[src/rtl/cpu_pkg.sv]
// Shared core definitions: datapath widths, register indices
// and the ID/EX payload bundle.
package cpu_pkg;

  localparam int XLEN       = 32;
  localparam int REG_ADDR_W = 5;
  localparam int CTRL_W     = 8;

  localparam logic [REG_ADDR_W-1:0] REG_ZERO = 5'd0;

  typedef struct packed {
    logic [XLEN-1:0]       rs1_val;
    logic [XLEN-1:0]       rs2_val;
    logic [XLEN-1:0]       imm;
    logic [REG_ADDR_W-1:0] rd;
    logic                  reg_write;
    logic                  mem_read;
    logic [CTRL_W-1:0]     ctrl;
  } id_ex_bundle_t;

endpackage

[src/rtl/operand_bypass.sv]
// One-source operand resolver: x0, then EX, MEM, WB forwarding,
// falling back to the register file.
module operand_bypass
  import cpu_pkg::*;
#(
  parameter int W = cpu_pkg::XLEN
) (
  input  logic [REG_ADDR_W-1:0] rs,
  input  logic                  ex_valid,
  input  logic                  ex_reg_write,
  input  logic                  ex_mem_read,
  input  logic [REG_ADDR_W-1:0] ex_rd,
  input  logic [W-1:0]          ex_result,
  input  logic                  mem_valid,
  input  logic                  mem_reg_write,
  input  logic [REG_ADDR_W-1:0] mem_rd,
  input  logic [W-1:0]          mem_result,
  input  logic                  wb_reg_write,
  input  logic [REG_ADDR_W-1:0] wb_rd,
  input  logic [W-1:0]          wb_data,
  input  logic [W-1:0]          rf_rdata,
  output logic [W-1:0]          opnd
);

  logic is_zero;
  logic ex_hit;
  logic mem_hit;
  logic wb_hit;

  assign is_zero = (rs == REG_ZERO);

  // A load in EX has no data yet; it is caught by the load-use stall
  assign ex_hit  = ex_valid && ex_reg_write && !ex_mem_read
                && (ex_rd == rs);
  assign mem_hit = mem_valid && mem_reg_write && (mem_rd == rs);
  assign wb_hit  = wb_reg_write && (wb_rd == rs);

  always_comb begin
    opnd = rf_rdata;
    if (is_zero)      opnd = '0;
    else if (ex_hit)  opnd = ex_result;
    else if (mem_hit) opnd = mem_result;
    else if (wb_hit)  opnd = wb_data;
  end

endmodule

[src/rtl/id_ex_operand_stage.sv]
// ID/EX pipeline register with operand forwarding, load-use
// stall, flush and a saturating stall counter.
module id_ex_operand_stage
  import cpu_pkg::*;
#(
  parameter int XLEN   = cpu_pkg::XLEN,
  parameter int CTRL_W = cpu_pkg::CTRL_W
) (
  input  logic              clk,
  input  logic              rst,
  input  logic              id_valid,
  output logic              id_ready,
  input  logic [4:0]        id_rs1,
  input  logic [4:0]        id_rs2,
  input  logic [4:0]        id_rd,
  input  logic              id_rs1_used,
  input  logic              id_rs2_used,
  input  logic              id_reg_write,
  input  logic              id_mem_read,
  input  logic [XLEN-1:0]   id_imm,
  input  logic [CTRL_W-1:0] id_ctrl,
  input  logic [XLEN-1:0]   rf_rdata1,
  input  logic [XLEN-1:0]   rf_rdata2,
  input  logic [XLEN-1:0]   ex_alu_result,
  input  logic              mem_valid,
  input  logic              mem_reg_write,
  input  logic [4:0]        mem_rd,
  input  logic [XLEN-1:0]   mem_result,
  input  logic              wb_reg_write,
  input  logic [4:0]        wb_rd,
  input  logic [XLEN-1:0]   wb_data,
  input  logic              flush,
  input  logic              ex_ready,
  output logic              ex_valid,
  output logic [XLEN-1:0]   ex_rs1_val,
  output logic [XLEN-1:0]   ex_rs2_val,
  output logic [XLEN-1:0]   ex_imm,
  output logic [4:0]        ex_rd,
  output logic              ex_reg_write,
  output logic              ex_mem_read,
  output logic [CTRL_W-1:0] ex_ctrl,
  output logic [31:0]       stall_count
);

  typedef enum logic {
    ST_EMPTY = 1'b0,
    ST_FULL  = 1'b1
  } occ_e;

  occ_e          occ_q, occ_d;
  id_ex_bundle_t pay_q, pay_d;
  logic [31:0]   stall_q, stall_d;

  logic [XLEN-1:0] rs1_res;
  logic [XLEN-1:0] rs2_res;
  logic            adv;
  logic            rs1_dep;
  logic            rs2_dep;
  logic            load_use;
  logic            accept;

  assign ex_valid     = (occ_q == ST_FULL);
  assign ex_rs1_val   = pay_q.rs1_val;
  assign ex_rs2_val   = pay_q.rs2_val;
  assign ex_imm       = pay_q.imm;
  assign ex_rd        = pay_q.rd;
  assign ex_reg_write = pay_q.reg_write;
  assign ex_mem_read  = pay_q.mem_read;
  assign ex_ctrl      = pay_q.ctrl;
  assign stall_count  = stall_q;

  assign adv = !ex_valid || ex_ready;

  assign rs1_dep  = id_rs1_used && (id_rs1 == ex_rd);
  assign rs2_dep  = id_rs2_used && (id_rs2 == ex_rd);
  assign load_use = ex_valid && ex_mem_read
                 && (ex_rd != REG_ZERO)
                 && (rs1_dep || rs2_dep);

  assign id_ready = adv && !load_use && !flush && !rst;
  assign accept   = id_valid && id_ready;

  operand_bypass #(.W(XLEN)) u_byp_rs1 (
    .rs            (id_rs1),
    .ex_valid      (ex_valid),
    .ex_reg_write  (ex_reg_write),
    .ex_mem_read   (ex_mem_read),
    .ex_rd         (ex_rd),
    .ex_result     (ex_alu_result),
    .mem_valid     (mem_valid),
    .mem_reg_write (mem_reg_write),
    .mem_rd        (mem_rd),
    .mem_result    (mem_result),
    .wb_reg_write  (wb_reg_write),
    .wb_rd         (wb_rd),
    .wb_data       (wb_data),
    .rf_rdata      (rf_rdata1),
    .opnd          (rs1_res)
  );

  operand_bypass #(.W(XLEN)) u_byp_rs2 (
    .rs            (id_rs2),
    .ex_valid      (ex_valid),
    .ex_reg_write  (ex_reg_write),
    .ex_mem_read   (ex_mem_read),
    .ex_rd         (ex_rd),
    .ex_result     (ex_alu_result),
    .mem_valid     (mem_valid),
    .mem_reg_write (mem_reg_write),
    .mem_rd        (mem_rd),
    .mem_result    (mem_result),
    .wb_reg_write  (wb_reg_write),
    .wb_rd         (wb_rd),
    .wb_data       (wb_data),
    .rf_rdata      (rf_rdata2),
    .opnd          (rs2_res)
  );

  always_comb begin
    occ_d = occ_q;
    pay_d = pay_q;
    if (flush) begin
      occ_d = ST_EMPTY;
    end else if (accept) begin
      occ_d           = ST_FULL;
      pay_d.rs1_val   = rs1_res;
      pay_d.rs2_val   = rs2_res;
      pay_d.imm       = id_imm;
      pay_d.rd        = id_rd;
      pay_d.reg_write = id_reg_write;
      pay_d.mem_read  = id_mem_read;
      pay_d.ctrl      = id_ctrl;
    end else if (adv) begin
      occ_d = ST_EMPTY;
    end
  end

  // Flush suppresses counting even when a hazard is also present
  always_comb begin
    stall_d = stall_q;
    if (id_valid && load_use && !flush && (stall_q != 32'hFFFF_FFFF))
      stall_d = stall_q + 32'd1;
  end

  always_ff @(posedge clk or posedge rst) begin
    if (rst) begin
      occ_q   <= ST_EMPTY;
      pay_q   <= '0;
      stall_q <= '0;
    end else begin
      occ_q   <= occ_d;
      pay_q   <= pay_d;
      stall_q <= stall_d;
    end
  end

endmodule

[config.mk]
export PLATFORM = sky130hd
export DESIGN_NAME = id_ex_operand_stage
export DESIGN_NICKNAME = d
export VERILOG_FILES = /design/src/rtl/cpu_pkg.sv /design/src/rtl/operand_bypass.sv /design/src/rtl/id_ex_operand_stage.sv
export SDC_FILE = /design/constraint.sdc
export NUM_CORES = 1
export LEC_CHECK = 0
export ABC_AREA = 1
export BUFFER_PORTS_ARGS = -buffer_cell sky130_fd_sc_hd__buf_2
export CAP_MARGIN = 40
export CORE_UTILIZATION = 43
export CTS_CLUSTER_SIZE = 28
export DETAILED_ROUTE_END_ITERATION = 10
export GPL_TIMING_DRIVEN = 1
export PLACE_DENSITY = 0.82
export SLEW_MARGIN = 10
export SYNTH_ARGS = -nofsm -noshare
export SYNTH_HDL_FRONTEND = slang
export SYNTH_HIERARCHICAL = 1
export SYNTH_SLANG_ARGS = --single-unit
[constraint.sdc]
create_clock -name clk -period 3.82 [get_ports clk]
set_input_delay 0.191 -clock clk [delete_from_list [all_inputs] [get_ports clk]]
set_output_delay 0.191 -clock clk [all_outputs]
set_load 0.01 [all_outputs]
After elaboration in Yosys (flattened, before gate mapping)
Index checks and enable logic that the tools add are counted.
- add/sub/neg operators: 1
- reduce and logical (&&, ||, !) cells: 33
- equal/unequal tests: 9
- muxes and demuxes: 11
- bitwise operators: 1
- operator list (cell ; count):
    $mux 32 ; 8
    $eq 5x5->1 ; 8
    $add 32x1->32 const B ; 1
    $ne 32x32->1 const B ; 1
    $logic_and 1x1->1 ; 21
    $logic_not 5->1 ; 2
    $logic_not 1->1 ; 5
    $reduce_bool 5->1 ; 1
    $mux 1 ; 3
    $reduce_bool 3->1 ; 1
    $logic_or 1x1->1 ; 2
    $reduce_and 2->1 ; 1
    $not 1->1 ; 1
- bits of input ports: 237
- output and inout port bits: 145
- register bits after elaboration: 144
- word-level logic and storage cells: 64

Longest topological paths before layout
Gate-level depths: netlist (run 1).
- word-level depth: 11
- mapped depth: 12

Cells and area by module
The synthesis (run 1) kept the hierarchy.
- by module, submodules not included (module ; area each (um2) ; cells each ; times used ; sequential area each (um2)):
    id_ex_operand_stage ; 7001.7 ; 896 ; 1 ; 3603.5
    operand_bypass ; 2011.9 ; 419 ; 2 ; 0.0

Least setup slack after synthesis (run 1)
No wires, ideal clock.
- kind: register to register
- start: register stall_q[0], in the netlist stall_count[0]
- end: register stall_q[0], in the netlist stall_count[0]
- setup slack: 2117 ps
- library setup time: 117 ps
- data arrival time: 1586 ps
- cell stages (with the launch flop): 11
- clock period less this slack: 1703 ps
- cells stage by stage: dfrtp_1 > ha_1 > inv_2 > nor2_4 > nand2_2 > nor2_2 > a21oi_2 > nand2_2 > buf_4 > nand2_1 > nand2_1
- longest elaborated chain between the ends: 2
- elaborated cells on any way between the ends: 3
- classes of those cells: add/sub (1); eq/ne (1); reduce/logical (1)
- RTL lines (what ; line ; text):
    start: declaration ; id_ex_operand_stage.sv:52 ; logic [31:0] stall_q, stall_d;
    start signal: assignment ; id_ex_operand_stage.sv:153 ; stall_q <= stall_d;
    parallel branches: the longest is 2 deep, another holds $add 32x1->32 ; -- ;
Parallel ways; which one is timed is not known.
A chain may end at the register's enable or synchronous reset.

Final worst setup path (run 1)
- start: register pay_q (netlist bit ex_rd[1])
- end: register stall_q[20], in the netlist stall_count[20]
- longest elaborated chain between the ends: 7
- elaborated cells on any way between the ends: 11
- classes of those cells: eq/ne (2); reduce/logical (9)
- RTL lines (what ; line ; text):
    start: declaration ; id_ex_operand_stage.sv:51 ; id_ex_bundle_t pay_q, pay_d;
    start signal: assignment ; id_ex_operand_stage.sv:152 ; pay_q <= pay_d;
    $eq 5x5->1, on equally long branches ; id_ex_operand_stage.sv:74, id_ex_operand_stage.sv:75 ;
    $logic_and 1x1->1, on equally long branches ; id_ex_operand_stage.sv:74, id_ex_operand_stage.sv:75 ;
    $logic_or 1x1->1 ; id_ex_operand_stage.sv:78 ; && (rs1_dep || rs2_dep);
    $logic_and 1x1->1 * ; id_ex_operand_stage.sv:78 ;
    $logic_and 1x1->1 * (3 in a row) ; id_ex_operand_stage.sv:141 ; if (id_valid && load_use && !flush && (stall_q != 32'hFFFF_FFFF))
Mark *: on every way between the ends. The rest lies on a longest branch, timed or not.

==> results.toml, run 1 <==
[synth]
synth_flop_cell = "dfrtp_1"
synth-seq-cells = 144
syn_area_per_cell_sq_um = 6.36
yosysTopAreaCellShare_pct = 32.7
ys_warn_count = 6
synth-edff-count = 0
yosysMostFrequentCell = "nand2_1"
yosys-top-cells-area = "dfrtp_1 33%, nand2_1 19%, nand4_1 10%"
synth_top_cell_by_area = "dfrtp_1"
syn_inst = 1734
synth-seq-area-share_pct = 32.7
syn-cell-area_sq_mm = 0.0110
syn_nets = 1972
synthArstFlopShare_pct = 100
yosys.cell_types.count = 28
yosys-top-cells-count = "550 x nand2_1, 231 x inv_1, 176 x nand4_1, 144 x dfrtp_1, 141 x nor2_1"

[power]
swShare_pct = 32.8
powerDensity_mw_per_mm2 = 357
intPower_mw = 3.30
power_mw = 4.92
ir_worst_vdd_mv = 0.250
p_leak_nw = 8.03
pwr-share-clk_pct = 36.0
combPwrFrac_pct = 25.3
switchingPower_mw = 1.61
seq_power_share_pct = 38.7

[clocking]
cts_root_buffer = "clkbuf_16"
clkSinkCount = 144
clock_path_buffers = 2
cts_setup_buffers = 0
clkTransAtPathRegs_ns = 0.06
htree_levels = 4
cts_tree = "done"
cts_made_buffers = 17
clock_latency_ns = 0.43

[sta]
slew_violations = 0
fin_crit_sh_pct = 77.4
setup_ws_ns = 0.865
tightest_slew_ns = 0.812
tns_ns = 0
final-hold-violation-count = 0
skew_ns = 0.0141
max_freq_ghz = 0.338
finalSetupViolations = 0
slew_headroom_pct = 45.7
rsz0062_at_grt = "no"
post-route-min-period_ns = 2.96

[hold_path]
whs_endpoint = "ex_imm[28]"
hp-class = "in -> reg"
worstHoldStart = "id_imm[28]"
holdPathStages = 3

[final_layout]
fin_cells = 2413
final_util_pct = 54.7
nNetsFinal = 2295
drive_above_1_share_pct = 26.2
syn_to_final_growth_pct = 25.0

[grt]
grt_overflow = 0
grt_max_degree = 68
grt_pass1_vias = 12400
grt_pass1_wl_um = 68300
antenna_found_initial = 20
grt_usage_pct = 33.5

[critical_path]
cp_common_cell = "nand2_1"
end_kind = "register"
rr_startpoint = "ex_rd[1]"
critPathMaxFanout = 57
r2r_end = "stall_count[20]"
startpoint_type = "register"
worstPathCellList = "inv_2, nand2_1, nand2_1, nor2_1, nand3_1, nand2_1, nand2_4, inv_2, nand2_2, nand2_1, nand2_1"
cp_slowest_cell = "inv_2"
reg2reg_slack_ns = 0.86
crit_required_ns = 4.12
path_class = "reg -> reg"
max_stage_delay_ns = 0.63
reg2reg_depth = 11
arrival_ns = 3.26

[detailed_routing]
firstDrtPassIters = 8
wl_per_cell_um = 18.2
drt_iter0_markers = 1569
ant_nets = 0
num_vias = 13300
vias_per_cell = 5.50
drt_wl_total_um = 43800
drc = 0

[placed_design]
hpwl_um = 30900
gp_congestion = 0.986
dp_cells = 2357
place_ws_ns = 0.936
numPortBuffers = 381

[run]
maxCapViolCount = 0

[floorplan]
dieArea_sq_mm = 0.0263
rows = 58
start_util_pct = 43.8
dieHeight_um = 162
die_w_um = 162
design.core.area_sq_mm = 0.0252
ioPinCount = 382

[run_status]
run_status = "completed"
## final cells by class
cell class                 instances  area, sq um
fill                            2478        11400
multi-input combinational       1231         5880
sequential                       144         3600
timing repair buffer             415         2310
inverter                         248          935
clock buffer                      18          439
tap                              330          413
clock inverter                    11          166
antenna                           16         40.0
## layout by cell type, fill, tap and decap left out, types with 5 or more instances in the layout
cell	n
nand2_1	550
buf_2	380
inv_1	230
nand4_1	176
dfrtp_1	144
nor2_1	141
nand3_1	101
nor2_2	66
o21ai_0	64
a21oi_1	62
inv_2	17
nand3b_1	17
clkbuf_16	17
buf_4	17
diode_2	16
xor2_1	13
dlygate4sd3_1	11
nor2_4	9
o21ai_1	8
nand3_4	5
## how the worst max path moves through the flow
stage | end | slack (ns) | from | cells after the start
final | stall_count[20] | 0.86 | ex_rd[1] | 11
after global routing | stall_count[5] | 0.52 | ex_rd[0] | 11
after CTS | stall_count[18] | 0.93 | ex_rd[2] | 11
after detailed placement | stall_count[18] | 0.94 | ex_rd[2] | 11
after global placement | ex_rs2_val[20] | 0.87 | ex_rd[2] | 11
after floorplan | ex_ctrl[0] | 1.82 | rst | 1
## metrics by stage
stage	cell area (sq um)	hold slack (ns)
after floorplan	11000	0.340
final	13800	0.0135
after global placement	12900	0.426
after global routing	13800	0.0144
after CTS	13700	0.000103
after detailed placement	13000	0.430
## registers in the layout (all words and copies together) (netlist names)
register	cells
ex_reg_write	1
ex_rd	5
ex_rs2_val	32
ex_rs1_val	32
stall_count	32
ex_imm	32
ex_ctrl	8
ex_mem_read	1
ex_valid	1
## critical path, delay by kind of cell (launching register included)
kind	cells	cell delay, ns
AND/OR/NAND/NOR	9	1.56
flip-flops	1	0.54
buffers and inverters	2	0.70
## what timing repair did
action / CTS / global route
endpoints found under the hold margin: 42 / 0
hold buffers: 11 / 0
gates resized for setup: 0 / 0
## power by group through the flow
stage / clock (mW) / combinational, mW / sequential, mW
6_report: 1.77 / 1.24 / 1.90
5_1_grt: 1.86 / 1.37 / 1.93
4_1_cts: 1.80 / 1.24 / 1.90
3_5_place_dp: 0 / 1.23 / 1.92
3_3_place_gp: 0 / 1.20 / 1.92
2_1_floorplan: 0 / 0.547 / 2.00
## layer usage
| metal | up-vias | share of wire (%) | global-route usage (%) |
|---|---|---|---|
| met1 | 6116 | 40 | 42.3 |
| met2 | 851 | 46 | 52.9 |
| met3 | 123 | 9.9 | 8.20 |
| met4 | 10 | 4.0 | 17.6 |
| met5 | - | 0.13 | 0 |
| li1 | 6182 | - | - |
## cell families (layout without fill, tap and decap cells)
kind of cell               count (synthesis)  in the layout  synth area share [%]
AOI/OAI and AO/OA                        138            138                  6.39
xor gates and xnor gates                  17             17                  1.35
adders and majority gates                  1              1                 0.113
buffers and inverters                    359            692                  14.2
other                                      0             16                     0
DFF                                      144            144                  32.7
and+or+nand+nor                         1075           1075                  45.3
Power figures use the tool's default switching activity.
==> inputs of run 2 (changes only) <==
Clock period 3.82 ns to 2.7 ns, I/O delays scaled along.
==> results.toml, run 2 (synthesis gave the netlist of run 1 again) <==
[run_status]
run_status = "completed"

[critical_path]
crit_cells = 6
startpoint_type = "register"
critPathMaxFanout = 112
cp_num_buf_inv = 3
arrival_ns = 2.14
max_stage_delay_ns = 0.47
path_class = "reg -> out"
cp_slowest_cell = "buf_12"
path_delay_family = "buffers and inverters"
end_kind = "output port"
reg2reg_depth = 10
crit_required_ns = 2.57
worstPathCellList = "inv_1, nor2_1, nor3_4, buf_12, a21boi_0, buf_2"

[hold_path]
holdPathStages = 3
hp-class = "in -> reg"

[sta]
final-hold-violation-count = 0
hold_ws_ns = 0.0190
max_freq_ghz = 0.440
fin_crit_sh_pct = 84.2
rsz0062_at_grt = "no"
post-route-min-period_ns = 2.27
skew_ns = 0.0183
slew_headroom_pct = 41.7
slew_violations = 0
tns_ns = 0
finalSetupViolations = 0
tightest_slew_ns = 0.874

[power]
powerDensity_mw_per_mm2 = 495
p_leak_nw = 8.17
ir_worst_vdd_mv = 0.369

[placed_design]
hpwl_um = 31100
gp_congestion = 1.05
numPortBuffers = 381

[final_layout]
drive_above_1_share_pct = 25.9
layout_commonest_cell = "nand2_1"
syn_to_final_growth_pct = 28.1
nNetsFinal = 2334
final_cell_mix = "550 x nand2_1, 380 x buf_2, 230 x inv_1"

[clocking]
ctsResizeCount = 0
cts_root_buffer = "clkbuf_16"
clock_latency_ns = 0.43
clkSinkCount = 144
cts_made_buffers = 17
clkTransAtPathRegs_ns = 0.07
clock_path_buffers = 2
cts_tree = "done"
htree_levels = 4

[floorplan]
ioPinCount = 382
die_w_um = 162
design.core.area_sq_mm = 0.0252
rows = 58
dieHeight_um = 162
dieArea_sq_mm = 0.0263
start_util_pct = 43.8

[grt]
grt_pass1_wl_um = 70100
grt_max_degree = 113
antenna_found_initial = 11
grt_usage_pct = 34.3
grt_pass1_vias = 12500
grt_overflow = 0

[detailed_routing]
drt_wl_total_um = 45200
vias_per_cell = 5.48
num_vias = 13400
drc = 0
firstDrtPassIters = 6
ant_nets = 0
wl_per_cell_um = 18.5
drt_iter0_markers = 1760

[run]
maxCapViolCount = 0
## run 2: per-stage QoR
stage	setup WS, ns	power (mW)	cells	instance area (sq um)	utilization, %
after floorplan	0.760	3.61	1734	11000	-
after global placement	0.658	4.41	2362	13000	51.8
after detailed placement	0.613	4.44	2362	13000	51.8
after CTS	0.428	6.96	2439	14100	56.0
after global routing	0.333	7.31	2445	14100	56.0
final	0.425	6.98	2448	14100	56.1
## run 2: worst paths after layout
path / start / end / slack, ns
max reg2reg: ex_rd[1] / ex_rs1_val[27] / 0.59
max in group asynchronous: rst / ex_mem_read / 1.51
min reg2reg: ex_rs2_val[13] / ex_rs2_val[13] / 0.47
min in group asynchronous: rst / ex_rs2_val[3] / 0.44
min: id_imm[20] / ex_imm[20] / 0.02
max: ex_valid / id_ready / 0.43
## run 2: final cells by class
type / instances / area (sq um)
Clock buffer: 20 / 437
Clock inverter: 12 / 160
Antenna cell: 9 / 22.5
Multi-Input combinational cell: 1231 / 5880
Tap cell: 330 / 413
Sequential cell: 144 / 3600
Fill cell: 2485 / 11100
Inverter: 248 / 935
Timing Repair Buffer: 454 / 2670
## run 2: power by group
| group | internal (mW) | total (mW) | switching [mW] |
|---|---|---|---|
| combinational | 0.691 | 1.82 | 1.13 |
| clock | 1.46 | 2.48 | 1.01 |
| sequential | 2.47 | 2.69 | 0.222 |
| total | 4.62 | 6.98 | 2.36 |
## run 2: timing repair
item	4_1_cts	5_1_grt
endpoints found under the hold margin	66	0
hold buffers	45	0
buffers inserted	0	0
## run 2: routing by layer
metal  track usage [%]  vias to the layer above  part of all wire (%)
met5                 0                        -                 0.071
met3              7.74                      138                    10
li1                  -                     6250                     -
met4              15.3                        6                   4.2
met1              44.8                     6151                    40
met2              54.0                      881                    46
## run 2: worst reg2reg max path, cell delays in order, from the launching register on
cell,delay [ns]
dfrtp_1,0.49
nand2_1,0.12
o21ai_1,0.08
nor2_2,0.17
inv_2,0.06
nor2_4,0.45
buf_12,0.24
nor2_1,0.07
a21oi_1,0.17
nand4_1,0.11
nand2_1,0.09
==> inputs of run 3 (changes only) <==
Clock period 2.7 ns to 1.8 ns, I/O delays scaled along.
==> results.toml, run 3 (synthesis gave the netlist of run 1 again) <==
[run_status]
run_status = "finished with violations"
violations = "negative setup slack"

[sta]
post-route-min-period_ns = 1.81
setup_ws_ns = -0.0104
tightest_slew_ns = 0.645
max_freq_ghz = 0.552
finalSetupViolations = 6
skew_ns = 0.0153
slew_violations = 0
final-hold-violation-count = 0
rsz0062_at_grt = "yes"
slew_headroom_pct = 57.0
hold_ws_ns = 0.0212
fin_crit_sh_pct = 101

[placed_design]
hpwl_um = 32500
gp_congestion = 1.00
dp_cells = 2396
numPortBuffers = 381

[power]
ir_worst_vdd_mv = 0.520
intPower_mw = 6.94
switchingPower_mw = 3.63
pwr-share-clk_pct = 33.9
seq_power_share_pct = 38.6
p_leak_nw = 8.57
combPwrFrac_pct = 27.4
powerDensity_mw_per_mm2 = 709
swShare_pct = 34.4

[floorplan]
dieArea_sq_mm = 0.0263
die_w_um = 162
dieHeight_um = 162
start_util_pct = 43.8
rows = 58
ioPinCount = 382
design.core.area_sq_mm = 0.0252

[clocking]
clock_path_buffers = 2
clkTransAtPathRegs_ns = 0.07
htree_levels = 4
clock_latency_ns = 0.43
clkSinkCount = 144
cts_tree = "done"
cts_root_buffer = "clkbuf_16"
cts_made_buffers = 17

[hold_path]
worstHoldStart = "ex_ready"
hp-class = "in -> reg"
whs_endpoint = "ex_valid"
holdPathStages = 4

[detailed_routing]
num_vias = 13800
drt_iter0_markers = 1657
ant_nets = 0
firstDrtPassIters = 6
wl_per_cell_um = 19.0
vias_per_cell = 5.53
drc = 0
drt_wl_total_um = 47400

[final_layout]
layout_commonest_cell = "nand2_1"
drive_above_1_share_pct = 29.6
final_cell_mix = "523 x nand2_1, 380 x buf_2, 228 x inv_1"
fin_cells = 2495
nNetsFinal = 2387
syn_to_final_growth_pct = 35.2

[run]
maxCapViolCount = 0

[critical_path]
path_class = "reg -> reg"
reg2reg_slack_ns = -0.01
cp_slowest_cell = "dfrtp_2"
worstPathCellList = "inv_2, nand2_1, nand2_1, nor2_1, nand3_1, nand2_2, nand2_4, nand3_4, clkbuf_16, clkbuf_16, nand2_1, nand2_1"
critPathMaxFanout = 9
crit_required_ns = 2.12
arrival_ns = 2.13
reg2reg_depth = 12
rr_startpoint = "ex_rd[0]"
end_kind = "register"
startpoint_type = "register"
r2r_end = "ex_rs1_val[21]"
max_stage_delay_ns = 0.48
cp_common_cell = "nand2_1"

[grt]
grt_pass1_wl_um = 69900
grt_overflow = 0
antenna_found_initial = 6
grt_usage_pct = 34.3
grt_pass1_vias = 12500
grt_max_degree = 60
[run 3: changes by cell type in the layout (fill, tap and decap cells not counted), sizes merged]
cell         delta
buf            +45
bufinv          -1
clkbuf          +3
clkinv          +2
clkinvlp        -1
diode           -4
dlygate4sd3     +3
[run 3: power by group through the flow]
stage | registers [mW] | logic [mW] | clock network [mW]
finish | 4.08 | 2.90 | 3.59
global route | 4.12 | 3.15 | 3.75
CTS | 4.05 | 2.74 | 3.61
detailed placement | 4.09 | 2.64 | 0
global placement | 4.10 | 2.60 | 0
floorplan | 4.25 | 1.16 | 0
[run 3: layout make-up]
type | count | area (sq um)
tap | 330 | 413
fill | 2375 | 10300
antenna | 5 | 12.5
clock buffer | 18 | 439
multi-input combinational | 1231 | 5960
inverter | 248 | 935
sequential | 144 | 3610
clock inverter | 12 | 136
timing repair buffer | 507 | 3390
[run 3: worst max-delay path by stage]
stage	from	to	slack (ns)
3_3_place_gp	ex_rd[1]	ex_rs1_val[9]	0.01
5_1_grt	ex_rd[4]	ex_imm[0]	-0.09
4_1_cts	ex_valid	id_ready	0.002
6_report	ex_rd[0]	ex_rs1_val[21]	-0.01
2_1_floorplan	rst	ex_ctrl[0]	-0.1
3_5_place_dp	ex_rd[3]	ex_rs1_val[9]	-0.02
[run 3: critical path, delay by kind of cell (launching register included)]
| family | cells | cell delay [ns] |
|---|---|---|
| flip-flops | 1 | 0.48 |
| AND/OR/NAND/NOR | 9 | 0.74 |
| buffers and inverters | 3 | 0.46 |
[run 3: repair_timing]
item | in CTS | in global routing
gates resized for setup | 9 | 46
endpoints found under the hold margin | 54 | 0
setup endpoints to repair | 34 | 145
hold buffers | 48 | 0
buffers inserted | 4 | 3
pin swaps | 1 | 5
gates cloned | 0 | 9
[run 3: per-stage QoR]
step	utilization, %	setup slack [ns]	cell area [sq um]	setup TNS (ns)	power (mW)
floorplan	-	-0.0950	11000	-13.69	5.41
detailed placement	53.5	-0.0201	13500	-0.0201	6.74
CTS	57.9	0.00188	14600	0	10.4
finish	59.2	-0.0104	14900	-0.0286	10.6
global route	59.2	-0.0897	14900	-7.66	11.0
global placement	53.5	0.0137	13500	0	6.70
[run 3: routing by layer]
metal,up-vias,global-route usage [%],share of wire [%]
li1,6351,-,-
met1,6291,45.4,40
met2,993,53.5,45
met3,161,6.77,11
met4,4,16.6,4.7
met5,-,0,0.051
